### config.mk
export PLATFORM = sky130hd
export DESIGN_NAME = pipe_stage_elastic
export DESIGN_NICKNAME = d
export VERILOG_FILES = /design/src/rtl/pipe_stage_elastic.sv
export SDC_FILE = /design/constraint.sdc
export NUM_CORES = 1
export LEC_CHECK = 0
export ABC_AREA = 1
export CAP_MARGIN = 5
export CORE_MARGIN = 1
export CORE_UTILIZATION = 46
export DETAILED_ROUTE_END_ITERATION = 8
export PLACE_DENSITY_LB_ADDON = 0.05
export SYNTH_ARGS = -nofsm -noshare
export SYNTH_HDL_FRONTEND = slang
export SYNTH_SLANG_ARGS = --single-unit
### constraint.sdc
create_clock -name clk -period 2.1 [get_ports clk]
set_input_delay 0.315 -clock clk [delete_from_list [all_inputs] [get_ports clk]]
set_output_delay 0.315 -clock clk [all_outputs]
set_load 0.02 [all_outputs]
### src/rtl/pipe_stage_elastic.sv
`timescale 1ns/1ps
`default_nettype none
// +--------------------------------------------------------------------------+
// | pipe_stage_elastic: valid/ready pipeline register with flush, bubble     |
// | gating and stall counter; define PIPE_STAGE_SKID_EN for the skid buffer. |
// | Revision: 1.0                                                            |
// +--------------------------------------------------------------------------+
module pipe_stage_elastic #(
  parameter int DATA_WIDTH = 64,
  parameter int CTRL_WIDTH = 11,
  parameter int CNT_WIDTH  = 16
) (
  input  logic                  clk,
  input  logic                  rst,
  input  logic                  in_valid,
  output logic                  in_ready,
  input  logic [DATA_WIDTH-1:0] in_data,
  input  logic [CTRL_WIDTH-1:0] in_ctrl,
  input  logic                  flush,
  output logic                  out_valid,
  input  logic                  out_ready,
  output logic [DATA_WIDTH-1:0] out_data,
  output logic [CTRL_WIDTH-1:0] out_ctrl,
  output logic [1:0]            occ,
  output logic [CNT_WIDTH-1:0]  stall_cnt
);

  logic                  main_v_q, main_v_d;
  logic [DATA_WIDTH-1:0] main_data_q, main_data_d;
  logic [CTRL_WIDTH-1:0] main_ctrl_q, main_ctrl_d;
  logic [CNT_WIDTH-1:0]  stall_cnt_q, stall_cnt_d;
  logic                  in_fire;
  logic                  out_fire;

  assign in_fire   = in_valid & in_ready;
  assign out_fire  = main_v_q & out_ready;
  assign out_valid = main_v_q;
  assign out_data  = main_data_q;
  // A bubble must never present write enables downstream.
  assign out_ctrl  = main_v_q ? main_ctrl_q : '0;
  assign stall_cnt = stall_cnt_q;

`ifdef PIPE_STAGE_SKID_EN
  logic                  skid_v_q, skid_v_d;
  logic [DATA_WIDTH-1:0] skid_data_q, skid_data_d;
  logic [CTRL_WIDTH-1:0] skid_ctrl_q, skid_ctrl_d;
  logic                  in_ready_q, in_ready_d;

  assign in_ready = in_ready_q;
  assign occ      = {1'b0, main_v_q} + {1'b0, skid_v_q};

  always_comb begin
    main_v_d    = main_v_q;
    main_data_d = main_data_q;
    main_ctrl_d = main_ctrl_q;
    skid_v_d    = skid_v_q;
    skid_data_d = skid_data_q;
    skid_ctrl_d = skid_ctrl_q;
    if (flush) begin
      main_v_d = 1'b0;
      skid_v_d = 1'b0;
    end else if (!main_v_q) begin
      if (in_fire) begin
        main_v_d    = 1'b1;
        main_data_d = in_data;
        main_ctrl_d = in_ctrl;
      end
    end else if (!skid_v_q) begin
      if (out_fire) begin
        if (in_fire) begin
          main_data_d = in_data;
          main_ctrl_d = in_ctrl;
        end else begin
          main_v_d = 1'b0;
        end
      end else if (in_fire) begin
        skid_v_d    = 1'b1;
        skid_data_d = in_data;
        skid_ctrl_d = in_ctrl;
      end
    end else if (out_fire) begin
      main_data_d = skid_data_q;
      main_ctrl_d = skid_ctrl_q;
      skid_v_d    = 1'b0;
    end
    // Ready is the registered image of next-cycle skid emptiness.
    in_ready_d = !skid_v_d;
  end

  always_ff @(posedge clk or negedge rst) begin
    if (!rst) begin
      skid_v_q    <= 1'b0;
      skid_data_q <= '0;
      skid_ctrl_q <= '0;
      in_ready_q  <= 1'b0;
    end else begin
      skid_v_q    <= skid_v_d;
      skid_data_q <= skid_data_d;
      skid_ctrl_q <= skid_ctrl_d;
      in_ready_q  <= in_ready_d;
    end
  end
`else
  logic run_q;

  // run_q holds in_ready low until the first edge after reset release.
  assign in_ready = run_q & (out_ready | !main_v_q);
  assign occ      = {1'b0, main_v_q};

  always_comb begin
    main_v_d    = main_v_q;
    main_data_d = main_data_q;
    main_ctrl_d = main_ctrl_q;
    if (flush) begin
      main_v_d = 1'b0;
    end else if (in_fire) begin
      main_v_d    = 1'b1;
      main_data_d = in_data;
      main_ctrl_d = in_ctrl;
    end else if (out_fire) begin
      main_v_d = 1'b0;
    end
  end

  always_ff @(posedge clk or negedge rst) begin
    if (!rst) begin
      run_q <= 1'b0;
    end else begin
      run_q <= 1'b1;
    end
  end
`endif

  always_comb begin
    stall_cnt_d = stall_cnt_q;
    if (in_valid && !in_ready && (stall_cnt_q != '1)) begin
      stall_cnt_d = stall_cnt_q + CNT_WIDTH'(1);
    end
  end

  always_ff @(posedge clk or negedge rst) begin
    if (!rst) begin
      main_v_q    <= 1'b0;
      main_data_q <= '0;
      main_ctrl_q <= '0;
      stall_cnt_q <= '0;
    end else begin
      main_v_q    <= main_v_d;
      main_data_q <= main_data_d;
      main_ctrl_q <= main_ctrl_d;
      stall_cnt_q <= stall_cnt_d;
    end
  end

endmodule
`default_nettype wire

# Word-level counts from Yosys, hierarchy flattened
# Cells that the tools add are included.
# word_totals
register_bits	93
inputBits	80
output_inout_bits	95
elab_cells	22
# classes
add_sub_neg	1
eq_ne	1
n_mux	4
bitwise_logic	5
reduce_logical	6
# ops
cell	n
$add 16x1->16 const B	1
$ne 16x16->1 const B	1
$mux 11	1
$and 1x1->1	3
$mux 1	3
$reduce_bool 3->1	1
$logic_and 1x1->1	2
$logic_not 1->1	2
$reduce_and 2->1	1
$not 1->1	1
$or 1x1->1	1

# Depth between registers and ports, before layout
# logic_depth
ltp_word	6
mapped_depth	9
depth_no_buf	9

# Least setup slack after synthesis
# OpenSTA, ideal clock, no wires.
# synth_timing
kind	register to register
startpoint	register stall_cnt_q[0] (netlist: stall_cnt[0])
endpoint	register stall_cnt_q[13] (netlist: stall_cnt[13])
setup_time_ps	117
arrival_ps	1478
required_ps	1983
slack_ps	506
stages_incl_launch_ff	10
path_buffers	1
period_less_slack_ps	1594
path_cell_list	dfrtp_1 ha_1 inv_1 nor2_4 nand2_4 nor2_4 nor2_4 buf_6 nand2_1 nand2_1
# synth_via
elab_chain_len	2
word_cells_on_any_way	3
classes_between	add/sub (1); eq/ne (1); reduce/logical (1)
# synth_rtl
element	line	text
from (decl)	31	logic [CNT_WIDTH-1:0] stall_cnt_q, stall_cnt_d;
from (signal assigned)	151	stall_cnt_q <= stall_cnt_d;
branches (longest 2 deep; another with $add 16x1->16)	-	
# Several ways; the timed one is not identified.
# A chain may end at the register's enable or synchronous reset.

# Final worst setup path
# layout_timing
startpoint	input out_ready
endpoint	output in_ready
# layout_via
elab_chain_len	2
# layout_rtl
element	line	text
from (decl)	21	input logic out_ready,
$or 1x1->1	107	assign in_ready = run_q & (out_ready | !main_v_q);
$and 1x1->1	107	
to (decl)	16	output logic in_ready,
# Every way passes these cells.

==> out/metrics.csv <==
metric,value,unit
dpl.cell_count,764,
start_kind,input pin,
dr.first_iter.drc_count,125,
setup_ws,0.0839,ns
core_region_area,8760,µm²
met1_usage,30.9,%
p_seq_share,44.7,%
yosys.area.top_type,dfrtp_1,
timing.max_cap.violations,0,
dieArea,9450,µm²
r2r_slack,0.37,ns
r2r_end,stall_cnt[4]$_DFFE_PN0P_,
drt_wl_total,10700,µm
pre_cts_ws,0.0909,ns
maxSlewViolCount,0,
period_share,96.0,%
fillCellCount,700,
drive_above_1_share,7.28,%
finClkSkew,0.0139,ns
p_leak,2.99,nW
overflow,0,
die_w,97.2,µm
synth_most_common_cell,nand2_1,
row_count,34,
cts.htree.levels,3,
setup_tns,0,ns
hp-class,flip-flop to flip-flop,
power_density,835,nW/µm²
grt_pass1_vias,3791,
areaGrowthSynthToFinish,48.8,%
clkPwrFrac,23.2,%
post-route-util,70.8,%
place_congestion,0.787,
grtUsageMet2,37.9,%
diodes,0,
vdd_drop_max,421,µV
rsz0062_at_grt,no,
dpl.hpwl,7620,µm
synth_top_flop_cell,dfrtp_1,
netlist_instances,500,
grt_max_degree,64,
ys_ff_latch,93,
p_int,3.48,mW
synth-edff-count,0,
synth.top_cell.area_share,55.8,%
synth_area_leaders,"dfrtp_1 (56%), nand2_1 (19%), nand3_1 (10%)",
cp_top_family,buffers and inverters,
cts_tree,done,
p_comb_share,32.2,%
drc,0,
yosysUniqueCellTypes,25,
r2r_start,stall_cnt[0]$_DFFE_PN0P_,
insertion_delay,0.34,ns
critPathArrivalTime,1.70,ns
crit_type,input pin to output pin,
fin_cells,781,
nets,749,
clockRootBuffer,clkbuf_8,
die_h,97.2,µm
grt_busiest_layer,met2,
grt_pass1_wl,18200,µm
track_usage,23.4,%
finalHoldViolations,0,
floorplan.io_pins,175,
endpoint_kind,output pin,
hold_depth,2,
synth_area,4170,µm²
met3_usage,6.62,%
syn_nets,581,
antenna_found_initial,0,
min_period,2.02,ns
finalPower,5.18,mW
cp_max_fo,2,
worst-path-buf-inv,4,
tightest_slew,0.595,ns
start_util,47.6,%
cts_resized,0,
status,"finished, final reports clean",
hold-path-endpoint,out_data[52]$_DFFE_PN0P_,
async_flop_share,100,%
holdCritStartpoint,out_data[52]$_DFFE_PN0P_,
finalSetupViolCount,0,
vias_per_cell,4.87,
syn_area_per_cell,8.34,µm²
crit_slowest_cell,clkdlybuf4s50_1,
max_stage_delay,0.64,ns
path_clk_slew,0.09,ns
relSlewSlack,60.3,%
postRouteAntennaNets,0,
max_freq,0.496,GHz
numCtsBuffers,9,
yosys-top-cells-count,"nand2_1 (216), dfrtp_1 (93), nand3_1 (83), inv_1 (25), buf_2 (13)",
ff2ff_path_depth,8,
cts.sinks,93,
wl_per_cell,13.7,µm
io_buffers,173,
drt-pass1-iter-count,4,
switching_share,32.8,%
yosysSeqAreaShare,55.8,%
vias,3800,
cts_max_path_buffers,2,
crit_chain,clkdlybuf4s50_1 -> inv_1 -> nand2_1 -> nand2_1 -> inv_2 -> clkdlybuf4s50_1,
required,1.78,ns
p_sw,1.70,mW
yosysWarnings,0,
## worst reg2reg max path, delay by kind of cell, from the launching register on
family	cells	cell delay (ns)
AOI/OAI and AO/OA	1	0.09
adders and majority gates	1	0.29
buffers and inverters	1	0.11
DFF	1	0.46
and+or+nand+nor	5	0.70
## layer usage
metal	vias to the layer above	wire (µm)
li1	1896	-
met1	1770	4700
met2	124	5080
met3	10	788
met4	0	148
met5	-	0
## worst max path at each step
| stage | startpoint | endpoint | depth (start not counted) | slack [ns] |
|---|---|---|---|---|
| after floorplan | stall_cnt[0]$_DFFE_PN0P_ | stall_cnt[13]$_DFFE_PN0P_ | 9 | 0.51 |
| after global placement | out_ready | in_ready | 6 | 0.08 |
| after detailed placement | out_ready | in_ready | 6 | 0.09 |
| after CTS | out_ready | in_ready | 6 | 0.08 |
| after global routing | out_ready | in_ready | 6 | 0.03 |
| final | out_ready | in_ready | 6 | 0.08 |
## registers in the layout, indices dropped and copies added, names as in the netlist
register     count
main_ctrl_q     11
out_data        64
out_valid        1
run_q            1
stall_cnt       16
## repair_timing
| item | in CTS | in global routing |
|---|---|---|
| endpoints found under the hold margin | 33 | 0 |
| buffers inserted | 0 | 0 |
| hold buffers | 1 | 0 |
## cell families (layout without fill, tap and decap cells)
kind of cell | count (synthesis) | in the layout | share of synthesized area, %
AOI/OAI and AO/OA | 14 | 14 | 2.55
buffers and inverters | 55 | 228 | 6.15
DFF | 93 | 93 | 55.8
other | 2 | 2 | 0.180
xor gates and xnor gates | 6 | 6 | 1.26
and+or+nand+nor | 329 | 329 | 33.8
adders and majority gates | 1 | 1 | 0.300
## power groups by stage
| stage | combinational, mW | sequential (mW) | clock (mW) |
|---|---|---|---|
| finish | 1.67 | 2.31 | 1.20 |
| detailed placement | 1.68 | 2.35 | 0 |
| global route | 1.80 | 2.36 | 1.30 |
| global placement | 1.65 | 2.34 | 0 |
| CTS | 1.68 | 2.32 | 1.23 |
| floorplan | 0.465 | 2.66 | 0 |
## cells in the final DEF, fill, tap and decap left out, types with 2 or more instances in the layout
cell / count
o21ai_1: 5
clkbuf_8: 10
nand2_2: 3
nand4_1: 5
inv_1: 25
clkdlybuf4s50_1: 172
nor2_2: 4
inv_2: 2
conb_1: 2
nand2_4: 2
xor2_1: 2
buf_12: 2
nand3_1: 83
nand2_1: 215
o21ai_0: 2
nor2_1: 12
clkinv_4: 2
xnor2_1: 4
dfrtp_1: 93
o21ai_2: 6
buf_4: 10
nor2_4: 4
## stage by stage
| step | hold slack [ns] | cell area, µm² |
|---|---|---|
| after floorplan | 0.0194 | 4170 |
| after global placement | 0.362 | 5990 |
| after detailed placement | 0.362 | 5990 |
| after CTS | 0.479 | 6210 |
| after global routing | 0.486 | 6210 |
| final | 0.473 | 6210 |
## area by class of cell
class	count	area (µm²)	area share, %
repair buffers	185	1850	29.8
well taps	108	135	2.18
multi-input cells	352	1590	25.7
inverters	27	101	1.63
flip-flops and latches	93	2330	37.5
clock buffers	11	141	2.28
clock inverters	5	60.1	0.968
No activity file was read; power rests on OpenSTA's default activity.
